File: src/rtl/mem_ctrl.sv
// mem_ctrl: line-to-beat memory controller.
//
// Converts whole-line read/write requests from a hart into a sequence of
// 64-bit memory beats (one outstanding at a time). On the completion
// cycle it strobes h_dv. For a write it also strobes h_inv together with
// the line-aligned address, so that cached copies can be dropped. A simple
// atomic lock (h_amo_req/h_amo_ack) is granted only from IDLE and is
// mirrored on m_lock.
//
// Ports
//   h_clk, h_rst        clock, synchronous active-high reset
//   h_addr              hart byte address (line offset bits ignored)
//   h_rd, h_wr          level requests, held until h_dv (write wins)
//   h_data_out          write line from the hart
//   h_data_in           assembled read line (valid in the h_dv cycle, held)
//   h_dv                one-cycle completion strobe
//   h_inv, h_inv_addr   one-cycle invalidate strobe and its line address
//   h_amo_req/ack       atomic lock request / grant
//   m_req, m_we         memory beat request / write flag
//   m_addr, m_wdata     beat address (8-byte aligned) / write data
//   m_gnt               beat accepted (m_req && m_gnt)
//   m_rvalid, m_rdata   read beat return
//   m_lock              bus lock, mirrors h_amo_ack
module mem_ctrl #(
  parameter int unsigned LINE = 256
) (
  input  logic            h_clk,
  input  logic            h_rst,
  input  logic [63:0]     h_addr,
  input  logic            h_rd,
  input  logic            h_wr,
  input  logic [LINE-1:0] h_data_out,
  output logic [LINE-1:0] h_data_in,
  output logic            h_dv,
  output logic            h_inv,
  output logic [63:0]     h_inv_addr,
  input  logic            h_amo_req,
  output logic            h_amo_ack,
  output logic            m_req,
  output logic            m_we,
  output logic [63:0]     m_addr,
  output logic [63:0]     m_wdata,
  input  logic            m_gnt,
  input  logic            m_rvalid,
  input  logic [63:0]     m_rdata,
  output logic            m_lock
);

  localparam int unsigned BEATS = LINE / 64;
  localparam int unsigned BW    = (BEATS > 1) ? $clog2(BEATS) : 1;
  localparam logic [BW-1:0] LAST_BEAT = BW'(BEATS - 1);
  // Mask that clears the byte-within-line offset bits.
  localparam logic [63:0] LINE_MASK = ~64'(LINE / 8 - 1);

  localparam logic [2:0] S_IDLE     = 3'd0;
  localparam logic [2:0] S_RD_ISSUE = 3'd1;
  localparam logic [2:0] S_RD_WAIT  = 3'd2;
  localparam logic [2:0] S_WR_ISSUE = 3'd3;
  localparam logic [2:0] S_DONE     = 3'd4;

  logic [2:0]      state_q,    state_d;
  logic [BW-1:0]   beat_q,     beat_d;
  logic [63:0]     base_q,     base_d;
  logic [LINE-1:0] wline_q,    wline_d;
  logic [LINE-1:0] rline_q,    rline_d;
  logic [LINE-1:0] rdata_q,    rdata_d;
  logic [63:0]     inv_addr_q, inv_addr_d;
  logic            is_wr_q,    is_wr_d;
  logic            amo_q,      amo_d;

  always_comb begin
    state_d    = state_q;
    beat_d     = beat_q;
    base_d     = base_q;
    wline_d    = wline_q;
    rline_d    = rline_q;
    rdata_d    = rdata_q;
    inv_addr_d = inv_addr_q;
    is_wr_d    = is_wr_q;

    case (state_q)
      S_IDLE: begin
        beat_d = '0;
        if (h_wr) begin
          base_d  = h_addr & LINE_MASK;
          wline_d = h_data_out;
          is_wr_d = 1'b1;
          state_d = S_WR_ISSUE;
        end else if (h_rd) begin
          base_d  = h_addr & LINE_MASK;
          is_wr_d = 1'b0;
          state_d = S_RD_ISSUE;
        end
      end
      S_RD_ISSUE: begin
        if (m_gnt) state_d = S_RD_WAIT;
      end
      S_RD_WAIT: begin
        if (m_rvalid) begin
          for (int unsigned i = 0; i < BEATS; i++) begin
            if (beat_q == BW'(i)) rline_d[64*i +: 64] = m_rdata;
          end
          if (beat_q == LAST_BEAT) begin
            // Publish the line including the beat arriving this cycle.
            rdata_d = rline_d;
            state_d = S_DONE;
          end else begin
            beat_d  = beat_q + BW'(1);
            state_d = S_RD_ISSUE;
          end
        end
      end
      S_WR_ISSUE: begin
        if (m_gnt) begin
          if (beat_q == LAST_BEAT) begin
            inv_addr_d = base_q;
            state_d    = S_DONE;
          end else begin
            beat_d = beat_q + BW'(1);
          end
        end
      end
      S_DONE: begin
        beat_d  = '0;
        state_d = S_IDLE;
      end
      default: begin
        beat_d  = '0;
        state_d = S_IDLE;
      end
    endcase
  end

  // Lock is only granted from IDLE but may be released in any state.
  always_comb begin
    amo_d = amo_q;
    if (!h_amo_req)            amo_d = 1'b0;
    else if (state_q == S_IDLE) amo_d = 1'b1;
  end

  always_ff @(posedge h_clk) begin
    if (h_rst) begin
      state_q    <= S_IDLE;
      beat_q     <= '0;
      base_q     <= '0;
      wline_q    <= '0;
      rline_q    <= '0;
      rdata_q    <= '0;
      inv_addr_q <= '0;
      is_wr_q    <= 1'b0;
      amo_q      <= 1'b0;
    end else begin
      state_q    <= state_d;
      beat_q     <= beat_d;
      base_q     <= base_d;
      wline_q    <= wline_d;
      rline_q    <= rline_d;
      rdata_q    <= rdata_d;
      inv_addr_q <= inv_addr_d;
      is_wr_q    <= is_wr_d;
      amo_q      <= amo_d;
    end
  end

  always_comb begin
    m_wdata = '0;
    for (int unsigned i = 0; i < BEATS; i++) begin
      if (beat_q == BW'(i)) m_wdata = wline_q[64*i +: 64];
    end
  end

  assign h_dv       = (state_q == S_DONE);
  assign h_inv      = h_dv & is_wr_q;
  assign h_data_in  = rdata_q;
  assign h_inv_addr = inv_addr_q;
  assign h_amo_ack  = amo_q;
  assign m_lock     = amo_q;
  assign m_req      = (state_q == S_RD_ISSUE) || (state_q == S_WR_ISSUE);
  assign m_we       = (state_q == S_WR_ISSUE);
  assign m_addr     = base_q + (64'(beat_q) << 3);

endmodule
File: config.mk
export PLATFORM = sky130hd
export DESIGN_NAME = mem_ctrl
export DESIGN_NICKNAME = d
export VERILOG_FILES = /design/src/rtl/mem_ctrl.sv
export SDC_FILE = /design/constraint.sdc
export NUM_CORES = 2
export LEC_CHECK = 0
export CORE_AREA = 4 4 323 325
export DETAILED_ROUTE_END_ITERATION = 7
export DIE_AREA = 0 0 327 329
export PLACE_DENSITY = 0.53
export SETUP_SLACK_MARGIN = 0.15
export SLEW_MARGIN = 20
export SYNTH_ARGS = -nofsm -noshare
export SYNTH_HDL_FRONTEND = slang
export SYNTH_SLANG_ARGS = --single-unit
File: constraint.sdc
create_clock -name h_clk -period 2.9 [get_ports h_clk]
set_input_delay 0.87 -clock h_clk [delete_from_list [all_inputs] [get_ports h_clk]]
set_output_delay 0.87 -clock h_clk [all_outputs]
set_load 0.03 [all_outputs]
==> results.txt <==
In this run the worst setup path begins at beat_q[0]. The core region area came out at 101000 µm². The clock skew after layout came out at 0.0284 ns. The worst endpoint data arrival time is 2.41 ns. The routed length per instance is 21.7 µm. The first-pass GRT wire length came out at 196000 µm. The fraction of layout instances using a drive strength above 1 came out at 12.4%. The min-delay analysis places its worst path in the category reg -> reg. The launch instance of the worst register-to-register path is beat_q[1].

The final reports fail on setup timing. The number of antenna violations at the first check in global routing came to 30. Across the run, the number of max-cap violations was 0. After synthesis, flip-flops and latches occupy 50.7% of the total area.

After layout, the minimum clock period comes to 3.28 ns. Buffers inserted during clock tree synthesis total 95. Setup repair after global routing could not meet its margin everywhere. The congestion estimate from routability-driven global placement came to 0.865.

The ratio of routed vias to standard cells came out at 4.90. Synthesis handed over a netlist of 4093 instances. The tightest slew margin relative to the limit is 49.9%. The number of max-slew violations in the final report is 0. Along the worst path, the maximum fanout reaches 14.

After layout, the worst path uses 113% of the clock period. The maximum resistive drop on vdd came out at 0.434 mV. The most numerous cell type found on the critical path is buf_6. The signal on the critical path passes through inv_4, buf_6, ha_4, buf_6, clkbuf_16, a21oi_2, a21oi_1, o21ai_2, buf_12. The critical path is of the reg -> out type. In this run the number of cells on the critical path is 9.

The H-tree was split into 3 levels. Derived from the worst setup path, the maximum achievable clock frequency is 305 MHz. The synthesis warning total is 0. The clock net in this run drives a total of 829 sinks. The actual transition at the worst max-transition pin is 0.752 ns. The floorplan die width came out at 327 µm. Entering global routing, the biggest net connects 91 pins. Dividing total power by cell area gives a power density of 597 nW/µm². The total of buffers placed on input and output ports is 831. The share of synthesized flip-flops with an asynchronous set or reset came out at 0%. The number of cells in the design after placement is 6071. The overall power after layout came out at 28.7 mW. The area growth from synthesis to layout is 46.6%.

The maximum cell stage delay along the critical path came out at 0.38 ns. The detailed router's first-iteration violation count is 2049. Measured along the y axis, the die boundary spans 329 µm. Across all setup checks in the final design, the least slack found is -0.378 ns. The total of hold buffers inserted after clock tree synthesis came out at 0. For the worst setup path, the data required time is 2.03 ns. The number of buffers and inverters on the critical path is 5. TritonCTS built the clock tree. The flop-to-flop setup slack came out at 0.26 ns. For this run, the detailed router's first-pass iteration total came to 5. The post-synthesis cell type count came out at 39. The mapped cell area is 32800 µm². The final global-route overflow total is 0.

The total setup violations reported at the end of the flow is 64. STA classifies the critical path startpoint as a register. The post-detailed-route count of antenna-violating nets came out at 0. The number of hold violations in the final report came out at 0.

The total negative setup slack came out at -17.22 ns. The worst slack at placement came out at 0.125 ns. After the flow finishes, the layout carries non-filler instances totaling 6314. The dominant delay contributor by cell family on the critical path is buffers and inverters. Summed over all cells, the static leakage comes to 16.6 nW. The via total after detailed routing came out at 30900. At the later pin of the worst-skew pair, clock insertion delay measures 0.68 ns. The number of buffers on the longest clock path is 3. In the routed design, unresolved DRC markers number 0. The initialized floorplan defines 117 standard-cell rows. The kind of end point of the critical path is an output port. The most critical setup path has its endpoint at m_wdata[0].

The total wire length is 137000 µm. The die outline area is 108000 µm². Fill cells in the final layout number 9924. The number of global-route vias before repair was 28800.

In this run, synthesis produced a sequential element count of 829. The mean cell area of the mapped netlist came out at 8.00 µm². The flow ran to the end, but the final reports show violations. The number of flops mapped to enable cells by yosys is 0. The initial core utilization is 32.3%. In the synthesized netlist the dominant register cell turns out to be dfxtp_1. The number of I/O pins is 845.

The placed wire-length estimate after detailed placement is 95000 µm. The global-route total usage across every layer is 24.0%. The depth of the worst register-to-register path came out at 8. The endpoint identified for the worst register-to-register timing path is h_data_in[67]. The number of nets in the layout is 5241. The clock transition at the register clock pins on the worst setup and hold paths after CTS is 0.06 ns. For this design, the slowest cell found on the critical path is dfxtp_4. CTS placed an instance of clkbuf_16 at the clock tree root.
[cell usage after synthesis, drive strengths merged, types with 2 or more instances]
cell type     n  area share [%]
mux2i       192             5.9
buf         162             3.3
nand2b        4           0.076
a21oi       761              12
ha            4            0.15
nand3b       65             1.5
inv           3           0.034
o2111ai       2           0.053
dfxtp       829              51
o41ai         2           0.053
a211oi      193             4.6
nor3          3           0.061
nor2        195             2.3
nand2      1394              16
clkbuf      196             2.2
nor2b         2           0.038
o21ai        67             1.0
and2          7            0.14
nand3         3           0.046
[timing repair]
item,in CTS,in global routing
gates resized for setup,140,83
endpoints found under the setup margin,79,116
buffers inserted,28,9
hold endpoints to repair,0,0
pin swaps,22,23
gates cloned,5,4
[stage by stage]
step	hold slack [ns]	utilization [%]	cell area (µm²)
after global routing	0.466	47.3	48000
after floorplan	0.434	-	33000
after detailed placement	0.444	42.7	43400
after CTS	0.453	46.8	47500
final	0.451	47.3	48000
after global placement	0.440	42.7	43400
[per-layer routing]
| metal | vias up | track usage [%] | share of wire (%) |
|---|---|---|---|
| met5 | - | 0 | 0.065 |
| met2 | 815 | 40.3 | 48 |
| met4 | 12 | 8.89 | 3.7 |
| met1 | 14700 | 28.9 | 40 |
| li1 | 15200 | - | - |
| met3 | 217 | 7.62 | 7.9 |
[worst min-delay path by stage]
stage	startpoint	to	cells after the start
6_report	h_data_in[199]	h_data_in[199]	2
5_1_grt	rline_q[60]	rline_q[60]	2
4_1_cts	rline_q[54]	rline_q[54]	2
3_5_place_dp	wline_q[188]	wline_q[188]	2
3_3_place_gp	rline_q[181]	rline_q[181]	2
2_1_floorplan	rline_q[190]	rline_q[190]	2
[worst min-delay path, stage by stage, from the launching register on]
cell and delay, ns:
dfxtp_1 0.30, nand2_1 0.05, a21oi_1 0.05
[sequential cells by signal, summed over array words and instances (netlist names)]
signal,count
beat_q,2
rline_q,192
h_inv_addr,59
state_q,3
is_wr_q,1
base_q,59
wline_q,256
h_data_in,256
h_amo_ack,1
[cell usage in the layout (no fill, tap or decap), types with 21 or more instances in the layout]
cell type / instances
a211oi_1: 182
a21oi_1: 662
a21oi_2: 97
buf_12: 106
buf_4: 74
buf_6: 50
clkbuf_1: 24
clkbuf_16: 101
clkbuf_8: 21
clkdlybuf4s50_1: 738
dfxtp_1: 827
diode_2: 21
mux2i_1: 192
nand2_1: 1387
nand3b_1: 65
nor2_1: 184
o21ai_2: 56
[cell families (layout without fill, tap and decap cells)]
group | Yosys count | count (layout) | share of synthesized area [%]
multiplexers | 192 | 192 | 5.87
buffers and inverters | 361 | 1186 | 5.61
AO/OA/AOI/OAI | 1030 | 1030 | 17.5
adder cells (fa/ha/maj) | 4 | 4 | 0.153
other | 1 | 29 | 0.0114
AND/OR/NAND/NOR | 1676 | 1676 | 20.2
flip-flops | 829 | 829 | 50.7
[area by class of cell]
class	instances	area, µm²	share of cell area, %
Clock inverter	35	495	1.03
Sequential cell	829	16600	34.6
Tap cell	1368	1710	3.56
Multi-Input combinational cell	2910	15100	31.5
Inverter	3	16.3	0.0339
Antenna cell	21	52.6	0.109
Clock buffer	141	2790	5.82
Timing Repair Buffer	1007	11200	23.4
[power by group]
group          internal (mW)  total, mW  switching [mW]
combinational           1.76       4.00            2.24
clock                   7.57       12.6            5.07
sequential              11.8       12.0           0.222
No activity file was read; power rests on OpenSTA's default activity.
